===== src/rtl/ula_arbitro.sv =====
// ula_arbitro: two-requester arbiter time-sharing an external 8-bit ALU (LIVRE -> EXEC -> RESP).
// Define ULA_ARBITRO_RR_EN for round-robin tie breaking; otherwise req0 has fixed priority.
module ula_arbitro (
  input  logic       clock,
  input  logic       reset,
  input  logic       req0_valid,
  output logic       req0_ready,
  input  logic [7:0] req0_a,
  input  logic [7:0] req0_b,
  input  logic [2:0] req0_op,
  input  logic       req1_valid,
  output logic       req1_ready,
  input  logic [7:0] req1_a,
  input  logic [7:0] req1_b,
  input  logic [2:0] req1_op,
  output logic       resp_valid,
  input  logic       resp_ready,
  output logic       resp_id,
  output logic [7:0] resp_dado,
  output logic       resp_zero,
  output logic [7:0] ula_entrada1,
  output logic [7:0] ula_entrada2,
  output logic [2:0] ula_sinal,
  input  logic [7:0] ula_saida
);
  typedef enum logic [1:0] {LIVRE, EXEC, RESP} state_t;
  state_t state_q, state_d;
  logic [7:0] a_q, a_d, b_q, b_d, res_q, res_d;
  logic [2:0] op_q, op_d;
  logic id_q, id_d, zero_q, zero_d;
  logic grant1, accept;
`ifdef ULA_ARBITRO_RR_EN
  // last_q holds the requester granted most recently; reset to 1 so req0 wins the first tie
  logic last_q;
  assign grant1 = req1_valid & (~req0_valid | ~last_q);
  always_ff @(posedge clock or posedge reset)
    if (reset) last_q <= 1'b1;
    else if (accept) last_q <= grant1;
`else
  assign grant1 = req1_valid & ~req0_valid;
`endif
  assign accept       = (state_q == LIVRE) & (req0_valid | req1_valid);
  assign req0_ready   = accept & ~grant1;
  assign req1_ready   = accept & grant1;
  assign resp_valid   = state_q == RESP;
  assign resp_id      = id_q;
  assign resp_dado    = res_q;
  assign resp_zero    = zero_q;
  assign ula_entrada1 = a_q;
  assign ula_entrada2 = b_q;
  assign ula_sinal    = op_q;
  always_comb begin
    state_d = state_q;
    a_d     = accept ? (grant1 ? req1_a : req0_a) : a_q;
    b_d     = accept ? (grant1 ? req1_b : req0_b) : b_q;
    op_d    = accept ? (grant1 ? req1_op : req0_op) : op_q;
    id_d    = accept ? grant1 : id_q;
    res_d   = (state_q == EXEC) ? ula_saida : res_q;
    zero_d  = (state_q == EXEC) ? (ula_saida == 8'h00) : zero_q;
    case (state_q)
      LIVRE:   state_d = accept ? EXEC : LIVRE;
      EXEC:    state_d = RESP;
      RESP:    state_d = resp_ready ? LIVRE : RESP;
      default: state_d = LIVRE;
    endcase
  end
  always_ff @(posedge clock or posedge reset)
    if (reset) begin
      state_q <= LIVRE;
      a_q     <= '0;
      b_q     <= '0;
      op_q    <= '0;
      id_q    <= 1'b0;
      res_q   <= '0;
      zero_q  <= 1'b0;
    end else begin
      state_q <= state_d;
      a_q     <= a_d;
      b_q     <= b_d;
      op_q    <= op_d;
      id_q    <= id_d;
      res_q   <= res_d;
      zero_q  <= zero_d;
    end
endmodule


===== config.mk =====
export PLATFORM = sky130hd
export DESIGN_NAME = ula_arbitro
export DESIGN_NICKNAME = d
export VERILOG_FILES = /design/src/rtl/ula_arbitro.sv
export SDC_FILE = /design/constraint.sdc
export NUM_CORES = 1
export LEC_CHECK = 0
export ABC_AREA = 1
export CAP_MARGIN = 10
export CORE_MARGIN = 4
export CORE_UTILIZATION = 41
export CTS_CLUSTER_SIZE = 8
export DETAILED_ROUTE_END_ITERATION = 6
export PLACE_DENSITY_LB_ADDON = 0.1
export SYNTH_ARGS = -nofsm -noshare
export SYNTH_HDL_FRONTEND = slang
export SYNTH_SLANG_ARGS = --single-unit

===== constraint.sdc =====
create_clock -name clock -period 2.5 [get_ports clock]
set_input_delay 0.5 -clock clock [delete_from_list [all_inputs] [get_ports clock]]
set_output_delay 0.5 -clock clock [all_outputs]
set_load 0.03 [all_outputs]

* Word level (Yosys, flattened, before mapping) *
Cells that the tools add are included.

operators by class
  reductions and logical operators = 2
  multiplexer cells = 6
  bitwise operators = 7
  eq/ne operators = 2

operators by type and width
  operator              count
  $mux W8               2
  $logic_not A8 Y1      1
  $pmux W2 S3           1
  $and A1 B1 Y1         4
  $mux W3               1
  $eq A2 B1 Y1 const B  1
  $eq A2 B2 Y1 const B  1
  $logic_not A2 Y1      1
  $mux W2               1
  $not A1 Y1            2
  $mux W1               1
  $or A1 B1 Y1          1

word-level totals
  bits in registers = 31
  output and inout bits = 32
  logic and storage cells = 24
  input bits = 51

* Logic depth before layout (Yosys ltp) *
  depth in word-level cells = 4
  mapped depth = 7
  gate-level depth less buffers = 6

* Least setup slack after synthesis *
No wires, ideal clock.

  path kind = input to output
  start point = input port req0_valid
  end point = output port req1_ready
  stages on the path = 5
  slack = 741 ps
  arrival = 1259 ps
  buffers on the path = 1
  required time = 2000 ps
  cells stage by stage = nor2_1 nor2_4 inv_2 buf_6 nor2_1

on the way
  cells in the longest elaborated chain, start to end = 3
  elaborated cells on any way between the ends = 5
  those cells by class = bitwise: 5

ends and longest elaborated chain
  what                                        RTL line  text
  start: declaration                          6         input logic req0_valid,
  $or A1 B1 Y1 or $not A1 Y1 (tied branches)  42, 40
  $and A1 B1 Y1, on equally long branches     42, 40
  $and A1 B1 Y1 (*)                           44        assign req1_ready = accept & grant1;
  end: declaration                            12        output logic req1_ready,

Mark *: on every way between the ends. The rest lies on a longest branch, timed or not.

* Final worst setup path *
  start point = register state_q[0]
  end point = output port resp_valid

on the way
  cells in the longest elaborated chain, start to end = 1

ends and longest elaborated chain
  what                      RTL line  text
  start: declaration        27        state_t state_q, state_d;
  start signal: assignment  77        state_q <= state_d;
  $eq A2 B2 Y1              45        assign resp_valid = state_q == RESP;
  end: declaration          16        output logic resp_valid,

Every way passes these cells.

==> impl_metrics.csv <==
group,metric,value,unit
placed_design,place_inst,329,
placed_design,gp_congestion,0.810,
critical_path,crit_buf_inv,1,
critical_path,cp_slowest_cell,"clkdlybuf4s50_1",
final_layout,final_cell_mix,"nand2_1, clkdlybuf4s50_1, dfrtp_1",
logic_synthesis,ys_types,13,
routing,totalWireLength,3.97,mm
logic_synthesis,post_synth_and_or_nand_nor_area_fraction,37.7,%
critical_path,crit_arrival,1540,ps
critical_path,cp_max_fo,5,
global_route,track_usage,18.2,%
routing,drtAntennaViolNets,0,
logic_synthesis,synth.area.mux_share,0,%
sta,maxSlewViolCount,0,
routing,avgViaCountPerCell,4.42,
routing,routed-wl-met2,1.98,mm
routing,routed.top_layer,"met4",
final_layout,instances_no_fill,336,
sta,setup_ws,457,ps
clocking,tritoncts,"yes",
logic_synthesis,synth_seq_cells,31,
power,peakVddDrop,0.000611,V
clocking,post_cts_buffers,0,
critical_path,cp_data_required_time,2000,ps
sta,worst_slew_pin_slew,422,ps
sta,grt_setup_unrepaired,"no",
final_layout,design_area,0.00245,sq mm
sta,max_slew_margin,71.8,%
clocking,cts.reportedPaths.clkPinSlew,60,ps
logic_synthesis,yosysSeqAreaShare,51.0,%
routing,wl_met3,325,microns
global_route,gr-total-overflow,0,
critical_path,crit_family,"buffers and inverters",
floorplanning,core,0.00347,sq mm
logic_synthesis,synth_xor_xnor_area_share,0,%
clocking,clockBufferDepth,2,
placed_design,dpl.hpwl,2.95,mm
logic_synthesis,synth_nets,256,
power,p_leak,1.24,nW
final_layout,drive_gt1_share,6.90,%
global_route,grt_pass1_wl,6.24,mm
critical_path,worstPathCellList,"nor2_1 -> clkdlybuf4s50_1",
sta,finalHoldViolCount,0,
critical_path,critPathCaptureType,"output port",
floorplanning,die_h,68.9,microns
floorplanning,dieArea,0.00475,sq mm
clocking,htree_levels,2,
final_layout,final_common_cell,"nand2_1",
critical_path,path_class,"flop to output port",
power,power_density,1140,mW/mm^2
clocking,numCtsBuffers,5,
clocking,cts_resized,0,
outcome,outcome,"completed",
logic_synthesis,synth_adder_area_share,0,%
final_layout,nets,341,
routing,via_count,1486,
sta,layout_min_cycle_time,2040,ps
clocking,insertion_delay,280,ps
global_route,grt_max_degree,32,
global_route,grt_pass1_vias,1406,
routing,drt_iter0_markers,64,
routing,wl_met1,1.61,mm
clocking,cts_num_sinks,31,
job,maxCapViolCount,0,
sta,setup_viol,0,
routing,first_pass_iters,4,
floorplanning,initial_core_util,43.9,%
logic_synthesis,postSynthAreaPerCell,7.42,sq um
logic_synthesis,yosys_warnings,0,
clocking,ctsHoldBuffers,0,
routing,drc,0,
placed_design,port_buffers,82,
logic_synthesis,synthesis.area,0.00152,sq mm
global_route,antenna_found_initial,0,
clocking,cts-root-buf,"clkbuf_8",
sta,tns,0,ps
placed_design,place_ws,499,ps
floorplanning,die_w,68.9,microns
sta,period_share,81.7,%
sta,fmax,489,MHz
power,power,2.79,mW
critical_path,slowest_delay,690,ps
sta,fin_worst_skew,4.59,ps
final_layout,fill_cells,308,
routing,wire_per_inst,11.8,microns
logic_synthesis,synth_top_family_by_area,"simple AND/OR/NAND/NOR gates",
worst_hold_path,hp-class,"flop to flop",
critical_path,start_kind,"flop",
floorplanning,pin_count,83,
placed_design,place_area,0.00236,sq mm
logic_synthesis,netlist_instances,205,
final_layout,num_antenna_cells,0,
floorplanning,row_count,21,
logic_synthesis,synth_compound_area_share,2.63,%
final_layout,area_growth,60.9,%
==> synthesized netlist by cell type, drive strengths merged <==
library cell	number	area, sq um
a21oi	1	5.00
buf	11	87.6
dfrtp	31	776
inv	12	45.1
nand2	111	419
nand3	21	105
nor2	11	48.8
o21ai	7	35.0
==> metrics by stage <==
stage / util (%) / hold WS [ps]
after detailed placement: 68.0 / 458
final: 70.6 / 467
after floorplan: - / 510
after global placement: 68.0 / 454
after CTS: 70.6 / 473
after global routing: 70.6 / 498
==> worst min-delay path: stages, from the launching register on <==
cell	delay, ps
dfrtp_1	340
nand2_1	50
nand2_1	40
==> sequential cells by signal, summed over array words and instances (netlist names) <==
name,cells
resp_zero,1
ula_entrada2,8
resp_dado,8
resp_id,1
ula_sinal,3
ula_entrada1,8
state_q,2
==> per-layer routing <==
layer	global-route usage, %	up-vias
met1	20.4	645
met2	31.2	44
met4	6.57	0
met5	0	-
li1	-	791
met3	6.97	6
==> path summary, 6_finish.rpt <==
path | start | to | slack (ps) | cells past startpoint
setup / recovery | state_q[0] | resp_valid | 460 | 2
setup reg to reg | state_q[1] | resp_zero | 1350 | 5
hold / removal | ula_entrada2[6] | ula_entrada2[6] | 470 | 2
max in group asynchronous | reset | ula_entrada1[7] | 1630 | 3
min in group asynchronous | reset | ula_entrada2[5] | 590 | 3
hold reg to reg | ula_entrada2[6] | ula_entrada2[6] | 470 | 2
==> cell families (layout without fill, tap and decap cells) <==
logic type             after synthesis  after routing
and+or+nand+nor                    143            143
AOI/OAI and AO/OA                    8              8
buffers and inverters               23            108
DFF                                 31             31
==> report_power, final <==
group / leakage, nW / switching, mW / internal [mW]
registers: 0.384 / 0.128 / 0.738
logic: 0.812 / 0.918 / 0.614
clock network: 0.0470 / 0.175 / 0.215
==> area by class of cell <==
type                    instances  area (sq um)  share of cell area [%]
flip-flops and latches         31           776                    31.7
clock buffers                   6          82.6                    3.37
repair buffers                 89           868                    35.5
clock inverters                 1          5.00                   0.204
multi-input cells             151           613                    25.1
inverters                      12          45.0                    1.84
well taps                      46          57.6                    2.35
Power figures use the tool's default switching activity.
